==> config.mk <==
export PLATFORM = sky130hd
export DESIGN_NAME = control_multiciclo
export DESIGN_NICKNAME = d
export VERILOG_FILES = /design/src/rtl/mips_ctrl_pkg.sv /design/src/rtl/ctrl_decode_salidas.sv /design/src/rtl/control_multiciclo.sv
export SDC_FILE = /design/constraint.sdc
export NUM_CORES = 1
export LEC_CHECK = 0
export CORE_MARGIN = 2
export CORE_UTILIZATION = 35
export DETAILED_ROUTE_END_ITERATION = 16
export GPL_TIMING_DRIVEN = 0
export PLACE_DENSITY = 0.73
export SETUP_SLACK_MARGIN = 0.5
export SYNTH_ARGS = -nofsm -noshare
export SYNTH_HDL_FRONTEND = slang
export SYNTH_SLANG_ARGS = --single-unit
==> constraint.sdc <==
create_clock -name clk -period 3.2 [get_ports clk]
set_input_delay 0.64 -clock clk [delete_from_list [all_inputs] [get_ports clk]]
set_output_delay 0.64 -clock clk [all_outputs]
set_load 0.01 [all_outputs]
==> src/rtl/mips_ctrl_pkg.sv <==
// Shared encodings for the multicycle MIPS-subset control unit.
// States, opcodes, ALU/mux select codes and the control word bundle.
package mips_ctrl_pkg;

  typedef enum logic [3:0] {
    S_FETCH     = 4'd0,
    S_DECODE    = 4'd1,
    S_MEM_ADDR  = 4'd2,
    S_MEM_READ  = 4'd3,
    S_MEM_WB    = 4'd4,
    S_MEM_WRITE = 4'd5,
    S_EXEC_R    = 4'd6,
    S_R_WB      = 4'd7,
    S_BRANCH    = 4'd8,
    S_JUMP      = 4'd9,
    S_ADDI_EXEC = 4'd10,
    S_ADDI_WB   = 4'd11
  } state_e;

  localparam logic [5:0] OP_RTYPE = 6'h00;
  localparam logic [5:0] OP_LW    = 6'h23;
  localparam logic [5:0] OP_SW    = 6'h2B;
  localparam logic [5:0] OP_BEQ   = 6'h04;
  localparam logic [5:0] OP_J     = 6'h02;
  localparam logic [5:0] OP_ADDI  = 6'h08;

  localparam logic [1:0] ALUOP_ADD   = 2'b00;
  localparam logic [1:0] ALUOP_SUB   = 2'b01;
  localparam logic [1:0] ALUOP_FUNCT = 2'b10;

  localparam logic [1:0] SRCB_B    = 2'b00;
  localparam logic [1:0] SRCB_FOUR = 2'b01;
  localparam logic [1:0] SRCB_IMM  = 2'b10;
  localparam logic [1:0] SRCB_BR   = 2'b11;

  localparam logic [1:0] PCSRC_ALU = 2'b00;
  localparam logic [1:0] PCSRC_OUT = 2'b01;
  localparam logic [1:0] PCSRC_JMP = 2'b10;

  typedef struct packed {
    logic       pc_write;
    logic       pc_write_cond;
    logic       i_or_d;
    logic       mem_read;
    logic       mem_write;
    logic       ir_write;
    logic       mem_to_reg;
    logic       reg_dst;
    logic       reg_write;
    logic       alu_src_a;
    logic [1:0] alu_src_b;
    logic [1:0] alu_op;
    logic [1:0] pc_source;
    logic       instr_done;
    logic       illegal_op;
  } ctrl_t;

  function automatic logic op_legal(logic [5:0] op);
    return (op == OP_RTYPE) || (op == OP_LW) ||
           (op == OP_SW) || (op == OP_BEQ) ||
           (op == OP_J) || (op == OP_ADDI);
  endfunction

endpackage

==> src/rtl/ctrl_decode_salidas.sv <==
// Combinational state -> control word decode.
// Handshake-gated strobes and the reset mask live here.
module ctrl_decode_salidas
  import mips_ctrl_pkg::*;
(
  input  logic       reset,
  input  logic       ready,
  input  state_e     state,
  input  logic [5:0] opcode,
  output ctrl_t      ctrl
);

  ctrl_t c;

  // Per-state control word; anything not set stays 0
  always_comb begin
    c = '0;
    case (state)
      S_FETCH: begin
        c.mem_read  = 1'b1;
        c.i_or_d    = 1'b0;
        c.alu_src_a = 1'b0;
        c.alu_src_b = SRCB_FOUR;
        c.alu_op    = ALUOP_ADD;
        c.pc_source = PCSRC_ALU;
        c.ir_write  = ready;
        c.pc_write  = ready;
      end
      S_DECODE: begin
        c.alu_src_a  = 1'b0;
        c.alu_src_b  = SRCB_BR;
        c.alu_op     = ALUOP_ADD;
        c.illegal_op = !op_legal(opcode);
      end
      S_MEM_ADDR: begin
        c.alu_src_a = 1'b1;
        c.alu_src_b = SRCB_IMM;
        c.alu_op    = ALUOP_ADD;
      end
      S_MEM_READ: begin
        c.mem_read = 1'b1;
        c.i_or_d   = 1'b1;
      end
      S_MEM_WB: begin
        c.reg_write  = 1'b1;
        c.mem_to_reg = 1'b1;
        c.reg_dst    = 1'b0;
        c.instr_done = 1'b1;
      end
      S_MEM_WRITE: begin
        c.i_or_d     = 1'b1;
        c.mem_write  = 1'b1;
        c.instr_done = ready;
      end
      S_EXEC_R: begin
        c.alu_src_a = 1'b1;
        c.alu_src_b = SRCB_B;
        c.alu_op    = ALUOP_FUNCT;
      end
      S_R_WB: begin
        c.reg_write  = 1'b1;
        c.reg_dst    = 1'b1;
        c.mem_to_reg = 1'b0;
        c.instr_done = 1'b1;
      end
      S_BRANCH: begin
        c.alu_src_a     = 1'b1;
        c.alu_src_b     = SRCB_B;
        c.alu_op        = ALUOP_SUB;
        c.pc_write_cond = 1'b1;
        c.pc_source     = PCSRC_OUT;
        c.instr_done    = 1'b1;
      end
      S_JUMP: begin
        c.pc_write   = 1'b1;
        c.pc_source  = PCSRC_JMP;
        c.instr_done = 1'b1;
      end
      S_ADDI_EXEC: begin
        c.alu_src_a = 1'b1;
        c.alu_src_b = SRCB_IMM;
        c.alu_op    = ALUOP_ADD;
      end
      S_ADDI_WB: begin
        c.reg_write  = 1'b1;
        c.reg_dst    = 1'b0;
        c.mem_to_reg = 1'b0;
        c.instr_done = 1'b1;
      end
      default: c = '0;
    endcase
  end

  // Reset silences every strobe, even mid-stall
  assign ctrl = reset ? '0 : c;

endmodule

==> src/rtl/control_multiciclo.sv <==
// Multicycle MIPS-subset control FSM.
// Holds the state register and next-state logic.
module control_multiciclo
  import mips_ctrl_pkg::*;
#(
  parameter int MEM_WAIT_EN = 1
) (
  input  logic       clk,
  input  logic       reset,
  input  logic [5:0] opcode,
  input  logic       mem_ready,
  output logic       pc_write,
  output logic       pc_write_cond,
  output logic       i_or_d,
  output logic       mem_read,
  output logic       mem_write,
  output logic       ir_write,
  output logic       mem_to_reg,
  output logic       reg_dst,
  output logic       reg_write,
  output logic       alu_src_a,
  output logic [1:0] alu_src_b,
  output logic [1:0] alu_op,
  output logic [1:0] pc_source,
  output logic [3:0] state,
  output logic       instr_done,
  output logic       illegal_op
);

  state_e state_q;
  state_e state_d;
  logic   ready;
  ctrl_t  ctrl;

  assign ready = (MEM_WAIT_EN != 0) ? mem_ready : 1'b1;

  // State register with synchronous reset
  always_ff @(posedge clk) begin
    if (reset) state_q <= S_FETCH;
    else       state_q <= state_d;
  end

  // Next-state sequencing
  always_comb begin
    state_d = state_q;
    case (state_q)
      S_FETCH:
        if (ready) state_d = S_DECODE;
      S_DECODE: begin
        case (opcode)
          OP_LW, OP_SW: state_d = S_MEM_ADDR;
          OP_RTYPE:     state_d = S_EXEC_R;
          OP_BEQ:       state_d = S_BRANCH;
          OP_J:         state_d = S_JUMP;
          OP_ADDI:      state_d = S_ADDI_EXEC;
          default:      state_d = S_FETCH;
        endcase
      end
      S_MEM_ADDR:
        state_d = (opcode == OP_LW) ? S_MEM_READ
                                    : S_MEM_WRITE;
      S_MEM_READ:
        if (ready) state_d = S_MEM_WB;
      S_MEM_WRITE:
        if (ready) state_d = S_FETCH;
      S_EXEC_R:    state_d = S_R_WB;
      S_ADDI_EXEC: state_d = S_ADDI_WB;
      default:     state_d = S_FETCH;
    endcase
  end

  ctrl_decode_salidas u_dec (
    .reset  (reset),
    .ready  (ready),
    .state  (state_q),
    .opcode (opcode),
    .ctrl   (ctrl)
  );

  assign pc_write      = ctrl.pc_write;
  assign pc_write_cond = ctrl.pc_write_cond;
  assign i_or_d        = ctrl.i_or_d;
  assign mem_read      = ctrl.mem_read;
  assign mem_write     = ctrl.mem_write;
  assign ir_write      = ctrl.ir_write;
  assign mem_to_reg    = ctrl.mem_to_reg;
  assign reg_dst       = ctrl.reg_dst;
  assign reg_write     = ctrl.reg_write;
  assign alu_src_a     = ctrl.alu_src_a;
  assign alu_src_b     = ctrl.alu_src_b;
  assign alu_op        = ctrl.alu_op;
  assign pc_source     = ctrl.pc_source;
  assign instr_done    = ctrl.instr_done;
  assign illegal_op    = ctrl.illegal_op;
  assign state         = reset ? 4'd0 : state_q;

endmodule

==> results.toml, run 1 <==
[synth]
yosys.area_share.xor_xnor_pct = 3.08
synth_top_family_by_area = "simple AND/OR/NAND/NOR gates"
syn_inst = 87
ys_seq_elements = 4
synth-compound-area-share_pct = 29.5
synth_edf_count = 0
synth_flop_cell = "dfxtp_1"
yosys.area.top_type = "dfxtp_1"
async_flop_share_pct = 0
synth-adder-area-share_pct = 0
synth.distinct_cells = 36
syn-num-nets = 96
synth_mux_area_share_pct = 0
avgSynthCellArea_um2 = 6.53
synth-simple-area-share_pct = 45.4
ys_warn_count = 0
synth_top_area_share_pct = 14.1
seq_area_frac_synth_pct = 14.1
synth_area_um2 = 568
synth.area.top_cells = "dfxtp_1, nor4_1, nor2b_1"

[min_path]
hold_depth = 3
min_from = "state_q[2]"
hold_path.class = "reg -> reg"
min_to = "state_q[1]"

[critical_path]
worstSetupStartpoint = "reset"
path_delay_family = "buffers and inverters"
crit_chain = "clkdlybuf4s50_1, nor2_2, nand2_1, nor3_1, clkdlybuf4s50_1"
end_kind = "primary output"
crit_fanout = 4
r2r_start = "state_q[1]"
critPathArrivalTime_ps = 2110
cpMaxStageDelayCell = "clkdlybuf4s50_1"
r2r_cells = 4
required_ps = 2560
critPathKind = "in -> out"
crit_buf_inv = 2
regToRegSetupSlack_ps = 1760
crit_path_start_kind = "input pin"
cpPeakStageDelay_ps = 560
r2r-end = "state_q[1]"
cp_common_cell = "clkdlybuf4s50_1"

[timing]
holdWs_ps = 753
fin_crit_sh_pct = 85.9
final_hold_viol_count = 0
slew_headroom_pct = 67.6
period_needed_ps = 2750
setup_violations = 0
max_freq_mhz = 364
rsz0062_at_grt = "true"
timing.clock.skew_ps = 0.325
worstMarginPinSlew_ps = 486
slew_violations = 0
final.setup.tns_ps = 0

[detailed_routing]
firstDrtPassIters = 7
vias_per_cell = 5.89
initialDrtViolationCount = 18
finalWirelength_um = 1880
vias = 807
wl_per_cell_um = 13.7
ant_nets = 0
drc = 0

[cts]
cts_max_path_buffers = 2
hold_buffers = 0
cts-root-buf = "clkbuf_4"
tritoncts = "yes"
numCtsBuffers = 3
cts_sinks = 4
clkSlewWorstSetupHoldPaths_ps = 40
h-tree-depth = 1
clk_latency_ps = 230

[layout]
largest-register = "state_q"
final_core_util_pct = 62.9
largest_reg_flops = 4
stdcell_count = 137
largestRegisters = "state_q: 4 flops"
n_antenna_cell = 0
fill_cells = 167
drive_above_1_share_pct = 15.7
nNetsFinal = 132
areaGrowthSynthToFinish_pct = 66.7

[place]
port_buffers = 30
dp_hpwl_um = 1380
gp_congestion = 0.891
dp_cells = 133

[power_and_ir_drop]
irDropWorstVdd_mv = 0.132
leakage_nw = 0.440
pwr_density_cell_nw_per_um2 = 195
p_total_uw = 185

[floorplanning]
num_rows = 14
dieArea_um2 = 1960
start_util_pct = 37.7
core_area_um2 = 1510
die_w_um = 44.3
die_h_um = 44.3
io_pins = 31

[global_routing]
antenna_found_initial = 0
overflow = 0
grt_pass1_vias = 669
grt_usage_pct = 19.2
grt_pass1_wl_um = 2780
grt_max_degree = 11

[job]
drv_cap = 0

[status]
status = "complete, no violations"
[cells in the final DEF, fill, tap and decap left out, types with 2 or more instances in the layout]
master	Yosys	final
buf_2	3	3
o21ai_1	2	2
a31oi_1	2	2
nor4_1	7	5
clkbuf_1	3	2
nor2b_1	6	5
clkdlybuf4s50_1	0	13
a21oi_1	3	3
o21ai_0	4	4
clkbuf_2	0	2
nand2_1	5	5
nand3_1	2	2
dlymetal6s2s_1	0	3
buf_4	1	3
clkbuf_4	0	3
dfxtp_1	4	4
nor3_1	7	7
o21bai_1	2	2
nand2b_1	5	5
xor2_1	2	2
nor2_1	9	8
dlygate4sd2_1	0	12
[worst register-to-register path, cell delays in order (launching register included)]
cell and delay (ps):
dfxtp_1 320, buf_2 200, buf_1 390, nand2_1 150
o32ai_1 280
[worst max path at each step]
stage	to	slack [ps]	cells after the start
2_1_floorplan	pc_source[0]	810	4
3_3_place_gp	pc_source[0]	-90	6
5_1_grt	ir_write	350	5
6_report	ir_write	450	5
3_5_place_dp	pc_source[0]	-70	6
4_1_cts	pc_source[0]	220	6
[synth_stat cells (2+ instances only)]
master    number
a21oi_1        3
a31oi_1        2
buf_1          2
buf_2          3
clkbuf_1       3
dfxtp_1        4
nand2_1        5
nand2b_1       5
nand3_1        2
nor2_1         9
nor2b_1        6
nor3_1         7
nor4_1         7
o21ai_0        4
o21ai_1        2
o21bai_1       2
xor2_1         2
[cell type report]
class	instances	area [um^2]	share of cell area (%)
Sequential cell	4	80.1	8.45
Multi-Input combinational cell	73	475	50.2
Timing Repair Buffer	31	290	30.6
Tap cell	16	20.0	2.11
Buffer	9	55.1	5.81
Inverter	1	3.75	0.396
Clock buffer	3	22.5	2.38
[timing repair]
item / 4_1_cts / 5_1_grt
buffers inserted: 0 / 1
endpoints found under the setup margin: 20 / 8
resized for setup: 22 / 12
endpoints found under the hold margin: 0 / 0
pin swaps: 0 / 2
[kinds of logic (layout without fill, tap and decap cells)]
logic type,count (synthesis),after routing
compound gates,24,24
buf+inv,10,44
flops,4,4
simple gates,47,47
xor+xnor,2,2
[report_power, final]
group          switching, mW  internal, mW  total, mW
registers            0.00234        0.0514     0.0538
logic                 0.0346        0.0310     0.0656
clock network         0.0232        0.0421     0.0653
total                 0.0602         0.125      0.185
[stage by stage]
step | instance area [um^2] | setup slack (ps)
finish | 947 | 451
global route | 947 | 353
CTS | 928 | 222
detailed placement | 888 | -74.7
global placement | 888 | -90.9
floorplan | 568 | 811
[per-layer routing]
| metal | wire [um] | global-route usage (%) |
|---|---|---|
| met1 | 788 | 22.2 |
| met2 | 937 | 33.8 |
| met3 | 121 | 3.67 |
| met4 | 30 | 9.09 |
| met5 | 0 | 0 |
No activity file was read; power rests on OpenSTA's default activity.
==> run 2, diff against run 1 <==
--- a/config.mk
+++ b/config.mk
@@ -5,11 +5,13 @@
 export SDC_FILE = /design/constraint.sdc
 export NUM_CORES = 1
 export LEC_CHECK = 0
+export ABC_AREA = 0
 export CORE_MARGIN = 2
 export CORE_UTILIZATION = 35
 export DETAILED_ROUTE_END_ITERATION = 16
 export GPL_TIMING_DRIVEN = 0
 export PLACE_DENSITY = 0.73
+export REMOVE_ABC_BUFFERS = 1
 export SETUP_SLACK_MARGIN = 0.5
 export SYNTH_ARGS = -nofsm -noshare
 export SYNTH_HDL_FRONTEND = slang
==> results.toml, run 2 (synthesis results as in run 1) <==
[global_routing]
grt_max_degree = 22
grt_pass1_vias = 636
grt_usage_pct = 18.7
antenna_found_initial = 0
grt_pass1_wl_um = 2750
busiest_layer = "met2"
grtUsageMet1_pct = 22.9
met2_usage_pct = 32.4
overflow = 0
met3_usage_pct = 2.45

[layout]
areaGrowthSynthToFinish_pct = 55.9
largest-register = "state_q"
largestRegisters = "state_q: 4 flops"
nNetsFinal = 122
n_antenna_cell = 0
finalInstanceArea_um2 = 886
final_core_util_pct = 58.8
fill_cells = 154
drive_above_1_share_pct = 13.5
stdcell_count = 127
largest_reg_flops = 4
layout_common_cells = "clkdlybuf4s50_1, nor2_1, nor3_1, nor4_1"
layout_commonest_cell = "clkdlybuf4s50_1"

[critical_path]
end_kind = "primary output"
required_ps = 2560
crit_fanout = 5
critPathArrivalTime_ps = 1890
r2r_start = "state_q[3]"
worstSetupStartpoint = "opcode[1]"
critPathKind = "in -> out"
crit_path_start_kind = "input pin"

[power_and_ir_drop]
p_int_uw = 123
pwr-share-clk_pct = 35.4
p_total_uw = 178
p_switching_uw = 55.7
irDropWorstVdd_mv = 0.114
combPwrFrac_pct = 32.5
pwr_density_cell_nw_per_um2 = 201
leakage_nw = 0.330
sw_frac_of_total_pct = 31.2
p_seq_share_pct = 32.1

[timing]
timing.clock.skew_ps = 1.32
slew_violations = 0
slew_headroom_pct = 75.1
max_freq_mhz = 396
rsz0062_at_grt = "false"
worstMarginPinSlew_ps = 374
final_hold_viol_count = 0
setup_violations = 0
fin_crit_sh_pct = 79.0
period_needed_ps = 2530

[min_path]
min_from = "state_q[0]"
hold_path.class = "reg -> reg"

[detailed_routing]
initialDrtViolationCount = 16
finalWirelength_um = 1790
vias = 741
wl_per_cell_um = 14.1
firstDrtPassIters = 4
vias_per_cell = 5.83
ant_nets = 0
drc = 0

[cts]
clkSlewWorstSetupHoldPaths_ps = 40
hold_buffers = 0
tritoncts = "yes"
cts-root-buf = "clkbuf_4"
cts_sinks = 4
numCtsBuffers = 3
cts_max_path_buffers = 2
clk_latency_ps = 240
h-tree-depth = 1

[status]
status = "complete, no violations"

[floorplanning]
die_h_um = 44.3
start_util_pct = 37.7
core_area_um2 = 1510
num_rows = 14
io_pins = 31
dieArea_um2 = 1960
die_w_um = 44.3

[place]
dpl_cell_area_um2 = 847
port_buffers = 30
gp_congestion = 0.785
dp_cells = 124
dp_hpwl_um = 1210

[job]
drv_cap = 0
[run 2: power by group through the flow]
stage	combinational, mW	sequential [mW]	clock, mW
CTS	0.0585	0.0572	0.0641
detailed placement	0.0576	0.0578	0
floorplan	0.0257	0.0560	0
finish	0.0580	0.0572	0.0633
global route	0.0633	0.0577	0.0655
global placement	0.0569	0.0579	0
[run 2: path summary, 6_finish.rpt]
check,end,slack [ps],depth (start not counted)
hold / removal,state_q[2],610,2
setup reg to reg,state_q[1],1840,4
hold reg to reg,state_q[2],610,2
setup / recovery,illegal_op,670,5
[run 2: through the flow]
stage,hold slack (ps),setup TNS (ps),setup slack [ps]
finish,613,0,673
global route,663,0,588
CTS,621,0,302
detailed placement,720,-56.3,-51.5
global placement,722,-34.9,-34.9
floorplan,612,0,1070
[run 2: per-layer routing]
metal  wire length, um  vias up
li1                  -      370
met1               774      351
met2               939       17
met3                52        3
met4                21        0
met5                 0        -
[run 2: area by class of cell]
type                            count  area [um^2]  share of cell area [%]
Multi-Input combinational cell     73          458                    51.7
Sequential cell                     4         85.1                    9.60
Timing Repair Buffer               30          297                    33.5
Inverter                            1         3.75                   0.424
Clock buffer                        3         22.5                    2.54
Tap cell                           16         20.0                    2.26
[run 2: critical path: stages]
cell and delay [ps]:
clkdlybuf4s50_1 480, or3_1 450, nor2_1 100, nor3_1 40
dlymetal6s2s_1 180
[run 2: what timing repair did]
item / 4_1_cts / 5_1_grt
gates resized for setup: 12 / 10
setup buffers: 0 / 0
endpoints found under the setup margin: 22 / 10
cloned: 0 / 0
endpoints found under the hold margin: 0 / 0
==> run 3, diff against run 2 <==
==> constraint.sdc (replaced) <==
create_clock -name clk -period 2.5 [get_ports clk]
set_input_delay 0.5 -clock clk [delete_from_list [all_inputs] [get_ports clk]]
set_output_delay 0.5 -clock clk [all_outputs]
set_load 0.01 [all_outputs]
==> results.toml, run 3 (synthesis results as in run 1) <==
[status]
status = "complete, no violations"

[cts]
numCtsBuffers = 3
clk_latency_ps = 240
clkSlewWorstSetupHoldPaths_ps = 40
cts-root-buf = "clkbuf_4"
cts_max_path_buffers = 2
cts_sinks = 4
hold_buffers = 0
tritoncts = "yes"
h-tree-depth = 1

[critical_path]
r2r_cells = 4
required_ps = 2000
critPathArrivalTime_ps = 1510
crit_fanout = 5
crit_buf_inv = 2
path_delay_family = "simple AND/OR/NAND/NOR gates"
crit_path_start_kind = "input pin"
r2r-end = "state_q[1]"
end_kind = "primary output"
crit_chain = "dlygate4sd2_1, or3_4, nor2_1, nor3_1, buf_2"
regToRegSetupSlack_ps = 1140
critPathKind = "in -> out"
worstSetupStartpoint = "opcode[1]"
r2r_start = "state_q[2]"
cpMaxStageDelayCell = "or3_4"
cpPeakStageDelay_ps = 420

[floorplanning]
die_w_um = 44.3
dieArea_um2 = 1960
io_pins = 31
num_rows = 14
die_h_um = 44.3
core_area_um2 = 1510
start_util_pct = 37.7

[job]
drv_cap = 0

[layout]
areaGrowthSynthToFinish_pct = 73.3
drive_above_1_share_pct = 32.8
largest-register = "state_q"
n_antenna_cell = 0
largestRegisters = "state_q: 4 flops"
layout_common_cells = "dlygate4sd2_1, buf_4, nor2_1, nor3_1"
nNetsFinal = 133
largest_reg_flops = 4
finalInstanceArea_um2 = 985
layout_commonest_cell = "dlygate4sd2_1"
stdcell_count = 138

[timing]
rsz0062_at_grt = "true"
slew_violations = 0
worst_slack_ps = 488
max_freq_mhz = 497
period_needed_ps = 2010
timing.clock.skew_ps = 0.255
fin_crit_sh_pct = 80.5
setup_violations = 0
holdWs_ps = 589
slew_headroom_pct = 81.1
final_hold_viol_count = 0
worstMarginPinSlew_ps = 281

[power_and_ir_drop]
p_total_uw = 241
leakage_nw = 0.442
irDropWorstVdd_mv = 0.146
sw_frac_of_total_pct = 33.0
p_seq_share_pct = 28.5
p_switching_uw = 79.6
p_int_uw = 161
pwr_density_cell_nw_per_um2 = 245
combPwrFrac_pct = 38.1
pwr-share-clk_pct = 33.4

[min_path]
min_to = "state_q[1]"
hold_path.class = "reg -> reg"
min_from = "state_q[1]"
hold_depth = 2

[global_routing]
grt_pass1_wl_um = 2990
grt_max_degree = 22
grt_pass1_vias = 711
antenna_found_initial = 0
overflow = 0
grt_usage_pct = 20.6

[place]
gp_congestion = 0.785
port_buffers = 30
dpl_cell_area_um2 = 847
dp_hpwl_um = 1210
dp_cells = 124
pre_cts_ws_ps = -471

[detailed_routing]
vias = 794
drc = 0
wl_per_cell_um = 14.9
initialDrtViolationCount = 18
finalWirelength_um = 2050
firstDrtPassIters = 6
vias_per_cell = 5.75
ant_nets = 0
## run 3: cell count changes in the layout (fill, tap and decap cells not counted), moves of 3 or more
cell and change:
clkdlybuf4s50_1 -20, dfxtp_4 +4, buf_4 +11, dlygate4sd2_1 +15
dfxtp_2 -4, buf_2 +3
## run 3: how the worst max path moves through the flow
stage,endpoint,slack (ps),cells past startpoint
floorplan,instr_done,510,4
global placement,illegal_op,-450,5
detailed placement,illegal_op,-470,5
CTS,illegal_op,340,5
global route,pc_write,430,6
finish,illegal_op,490,5
## run 3: stage by stage
| stage | util [%] | setup TNS [ps] |
|---|---|---|
| after floorplan | - | 0 |
| final | 65.4 | 0 |
| after global placement | 56.2 | -4830 |
| after global routing | 65.4 | 0 |
| after CTS | 61.7 | 0 |
| after detailed placement | 56.2 | -5340 |
## run 3: area by class of cell
class | instances | area (um^2)
Fill cell | 148 | 522
Multi-Input combinational cell | 73 | 514
Timing Repair Buffer | 41 | 329
Sequential cell | 4 | 95.1
Clock buffer | 3 | 22.5
Tap cell | 16 | 20.0
Inverter | 1 | 3.75
## run 3: layer usage
layer | routed length [um] | track usage [%] | share of wire (%) | vias up
met5 | 0 | 0 | 0 | -
met3 | 70 | 2.45 | 3.4 | 2
met2 | 1090 | 37.4 | 53 | 22
met1 | 876 | 23.1 | 43 | 374
met4 | 11 | 10.9 | 0.54 | 0
li1 | - | - | - | 396
## run 3: repair_timing
item,in CTS,in global routing
endpoints found under the hold margin,0,0
pin swaps,1,6
endpoints found under the setup margin,22,7
gates resized for setup,64,14
setup buffers,3,8
## run 3: power groups by stage
| stage | registers, mW | clock network [mW] | logic (mW) |
|---|---|---|---|
| 6_report | 0.0686 | 0.0806 | 0.0918 |
| 5_1_grt | 0.0692 | 0.0836 | 0.0985 |
| 4_1_cts | 0.0695 | 0.0818 | 0.0776 |
| 3_5_place_dp | 0.0739 | 0 | 0.0738 |
| 3_3_place_gp | 0.0741 | 0 | 0.0728 |
| 2_1_floorplan | 0.0717 | 0 | 0.0329 |
## run 3: worst min-delay path: stages (launching register included)
cell     delay [ps]
dfxtp_4         380
nand2_1          90
o32ai_1          80
==> edit 1, RTL diff (settings of run 2) <==
Make the reset (`reset`) asynchronous in one clocked block. Comments in the files are not updated.
--- a/src/rtl/control_multiciclo.sv
+++ b/src/rtl/control_multiciclo.sv
@@ -35,7 +35,7 @@
   assign ready = (MEM_WAIT_EN != 0) ? mem_ready : 1'b1;
 
   // State register with synchronous reset
-  always_ff @(posedge clk) begin
+  always_ff @(posedge clk or posedge reset) begin
     if (reset) state_q <= S_FETCH;
     else       state_q <= state_d;
   end
Function: no difference found for any inputs over 10 cycles, from zero or initial values and one cycle with reset high; that may be too few to reach the edited logic, so the function may still have changed.
==> edit 1 against run 2 <==
Total power grew 26%; critical endpoint unchanged; hold slack lost 0.085 ns; final area grew 1.8%; sequential cell count is the same; routed wire length shrank 1.4%; utilization shrank 0.94 points; die area grew 5.6%; register-to-register slack lost 0.07 ns; synthesized area grew 6.2%; clock power shrank 0.9%; setup slack lost 0.17 ns; critical path type unchanged.
==> edit 1: results <==
{
  "peakVddDrop_mv": 0.142,
  "wl_met3_um": 146,
  "final_layout_size_suffix_gt1_frac": 0.130,
  "htreeDepth": 1,
  "min_path_type": "in -> async",
  "critPathArrivalTime_ns": 2.06,
  "grt_usage": 0.186,
  "max_stage_delay_ns": 0.55,
  "via_per_inst": 5.92,
  "grt_pass1_wl_mm": 2.88,
  "dp_hpwl_mm": 1.37,
  "p_leak_nw": 0.347,
  "drt_pass1_iterations": 4,
  "ys_types": 38,
  "postSynth.asyncResetShare": 1.00,
  "p_sw_uw": 81.4,
  "r2r-end": "state_q[0]$_DFFE_PP0P_",
  "slew_viol_final": 0,
  "ys_top_cells_by_count": "nor2_1, nor3_1, nand2_1",
  "synthFlopType": "dfrtp_1",
  "dp.cells": 127,
  "place_congestion": 0.839,
  "startpoint": "opcode[2]",
  "syn_inst": 88,
  "synth_area_leaders": "dfrtp_1, nor2_1, nor3_1",
  "m1WireLength_um": 698,
  "cpMaxStageDelayCell": "clkdlybuf4s50_1",
  "grt_max_degree": 19,
  "path_delay_family": "buffers and inverters",
  "clock_skew_ns": 0.00156,
  "cts_root_buffer": "clkbuf_4",
  "dr_wl_met2_um": 910,
  "vias": 776,
  "rrSetupSlack_ns": 1.77,
  "wl_per_cell_um": 13.5,
  "drtIter0Drc": 24,
  "grt_pass1_vias": 676,
  "ys_seq_area_frac": 0.166,
  "r2r_start": "state_q[1]$_DFFE_PP0P_",
  "outcome": "completed",
  "place_area_um2": 878,
  "worst_r2r_path_depth": 4,
  "worst_pin_slew_ns": 0.388,
  "yosysWarnings": 0
}
## edit 1: power groups by stage
stage | combinational [mW] | clock [mW] | sequential, mW
2_1_floorplan | 0.0499 | 0 | 0.0637
3_5_place_dp | 0.0968 | 0 | 0.0670
3_3_place_gp | 0.0951 | 0 | 0.0672
4_1_cts | 0.0964 | 0.0651 | 0.0665
6_report | 0.0957 | 0.0627 | 0.0669
5_1_grt | 0.105 | 0.0709 | 0.0682
## edit 1: kinds of logic after synthesis
logic type | after synthesis | synth area share
XOR/XNOR | 2 | 0.0291
flip-flops | 4 | 0.166
AND/OR/NAND/NOR | 49 | 0.423
AO/OA/AOI/OAI | 20 | 0.241
multiplexers | 2 | 0.0415
buffers and inverters | 11 | 0.0996
## edit 1: per-layer routing
metal | up-vias | global-route usage
met5 | - | 0
met4 | 0 | 0.0471
met3 | 2 | 0.0516
met2 | 34 | 0.290
met1 | 361 | 0.251
li1 | 379 | -
## edit 1: worst max path at each step
stage	end	slack, ns	depth (start not counted)
finish	illegal_op	0.50	5
global route	illegal_op	0.35	5
CTS	illegal_op	0.47	5
detailed placement	illegal_op	-0.07	5
global placement	illegal_op	-0.05	5
floorplan	illegal_op	1.14	3
## edit 1: stage by stage
step	setup WS, ns	hold slack, ns	utilization	TNS (ns)
3_3_place_gp	-0.0465	0.820	0.563	-0.0465
2_1_floorplan	1.14	0.423	-	0
3_5_place_dp	-0.0653	0.821	0.563	-0.0653
4_1_cts	0.468	0.714	0.583	0
5_1_grt	0.349	0.548	0.579	0
6_report	0.503	0.528	0.579	0
## edit 1: layout make-up
class	count	area, µm²
Multi-Input combinational cell	73	445
Inverter	4	15.0
Clock buffer	3	22.5
Sequential cell	4	103
Tap cell	16	20.0
Fill cell	166	657
Timing Repair Buffer	31	297
## edit 1: what timing repair did
item	CTS	global route
endpoints found under the setup margin	18	13
gates resized for setup	6	7
buffers inserted	1	0
hold buffers	0	0
## edit 1: tightest hold or removal path, delay by kind of cell
kind	cells	cell delay (ns)
buf+inv	3	0.45
==> edit 2, RTL diff (flow settings as in run 2) <==
Without the edit above. `MEM_WAIT_EN`: 1 -> 0.
--- a/src/rtl/control_multiciclo.sv
+++ b/src/rtl/control_multiciclo.sv
@@ -3,7 +3,7 @@
 module control_multiciclo
   import mips_ctrl_pkg::*;
 #(
-  parameter int MEM_WAIT_EN = 1
+  parameter int MEM_WAIT_EN = 0
 ) (
   input  logic       clk,
   input  logic       reset,
Behaviour: not the same (Yosys sat finds a counterexample within 4 cycles, from zero or initial values and one cycle with reset high).
==> edit 2 against run 2 <==
Clock skew increased by 0.0060 ns; routed wire length is 13% lower; hold slack improved by 0.14 ns; count of clock-buffer cells in the layout unchanged; total power increased by 1.5%; setup slack worse by 0.083 ns; sequential cell count is the same; combinational power up 5.9%; synthesized area rose by 0.44%; final area shrank 0.28%; largest cell class unchanged; largest power group unchanged; highest routed layer unchanged.
==> edit 2: results <==
{
  "outcome": "completed",
  "critPathArrivalTime_ns": 1.97,
  "clock_skew_ns": 0.00728,
  "place.port_buffers": 29,
  "grt_usage": 0.166,
  "nFillCells": 168,
  "relSlewSlack": 0.642,
  "p_leak_nw": 0.335,
  "ys_seq_area_frac": 0.140,
  "path_clk_slew_ns": 0.04,
  "place_congestion": 0.761,
  "htreeDepth": 1,
  "internal_power_uw": 125,
  "dp_hpwl_mm": 1.16,
  "clk_path_buf_depth": 2,
  "final_layout_size_suffix_gt1_frac": 0.138,
  "cp_max_fo": 4,
  "antenna_found_initial": 0,
  "grt_pass1_wl_mm": 2.50,
  "ys_types": 35,
  "ys_top_cells_by_count": "nor2_1, nor3_1, nand2b_1, dfxtp_1, nor2b_1",
  "grt_pass1_vias": 609,
  "synth_area_leaders": "dfxtp_1, nor2_1, nor3_1",
  "vias": 705,
  "grt_max_degree": 18,
  "routed_wl_mm": 1.56,
  "peakVddDrop_mv": 0.137,
  "final_nets": 120,
  "drtIter0Drc": 12
}
edit 2: worst max-delay path, stage by stage:
cell             delay [ns]
clkdlybuf4s50_1        0.61
nor2_1                 0.13
nand4_1                0.11
nand2_1                0.05
nor3_1                 0.15
dlygate4sd1_1          0.27
edit 2: kinds of logic (layout without fill, tap and decap cells):
family	count (synthesis)	count (layout)	share of synthesized area
XOR/XNOR	5	5	0.0768
buffers and inverters	7	35	0.0724
adder cells (fa/ha/maj)	1	1	0.0197
flip-flops	4	4	0.140
AND/OR/NAND/NOR	52	52	0.513
AO/OA/AOI/OAI	12	12	0.178
edit 2: cell type report:
cell class | count | area share
Tap cell | 16 | 0.0227
Timing Repair Buffer | 31 | 0.344
Clock buffer | 3 | 0.0255
Multi-Input combinational cell | 70 | 0.511
Inverter | 1 | 0.00425
Sequential cell | 4 | 0.0921
edit 2: worst paths after layout:
check,endpoint,cells past startpoint,slack (ns),startpoint
setup / recovery,illegal_op,6,0.59,opcode[4]
hold / removal,state_q[0]$_SDFF_PP0_,3,0.76,state_q[2]$_SDFF_PP0_
setup reg to reg,state_q[1]$_SDFF_PP0_,4,1.82,state_q[0]$_SDFF_PP0_
hold reg to reg,state_q[0]$_SDFF_PP0_,3,0.76,state_q[2]$_SDFF_PP0_
edit 2: per-stage QoR:
stage	setup WS [ns]	setup TNS (ns)	instance area [µm²]	cells
after floorplan	1.15	0	533	75
after global placement	0.00952	0	843	120
after detailed placement	-0.0248	-0.0425	843	120
after CTS	0.444	0	868	124
after global routing	0.460	0	883	125
final	0.591	0	883	125
edit 2: layer usage:
| layer | share of wire | up-vias | GRT usage |
|---|---|---|---|
| li1 | - | 349 | - |
| met1 | 0.41 | 325 | 0.192 |
| met2 | 0.52 | 27 | 0.300 |
| met3 | 0.049 | 4 | 0.0245 |
| met4 | 0.022 | 0 | 0.0727 |
| met5 | 0 | - | 0 |
edit 2: power by group through the flow:
stage | Combinational, mW | Clock, mW | Sequential [mW]
6_report | 0.0614 | 0.0636 | 0.0562
5_1_grt | 0.0669 | 0.0704 | 0.0564
4_1_cts | 0.0611 | 0.0657 | 0.0560
3_5_place_dp | 0.0618 | 0 | 0.0568
3_3_place_gp | 0.0609 | 0 | 0.0568
2_1_floorplan | 0.0295 | 0 | 0.0557
edit 2: repair_timing:
item                       in CTS  in global routing
gates cloned                    0                  0
setup endpoints to repair      22                  3
pin swaps                       2                  3
setup buffers                   1                  1
resized for setup              10                  5
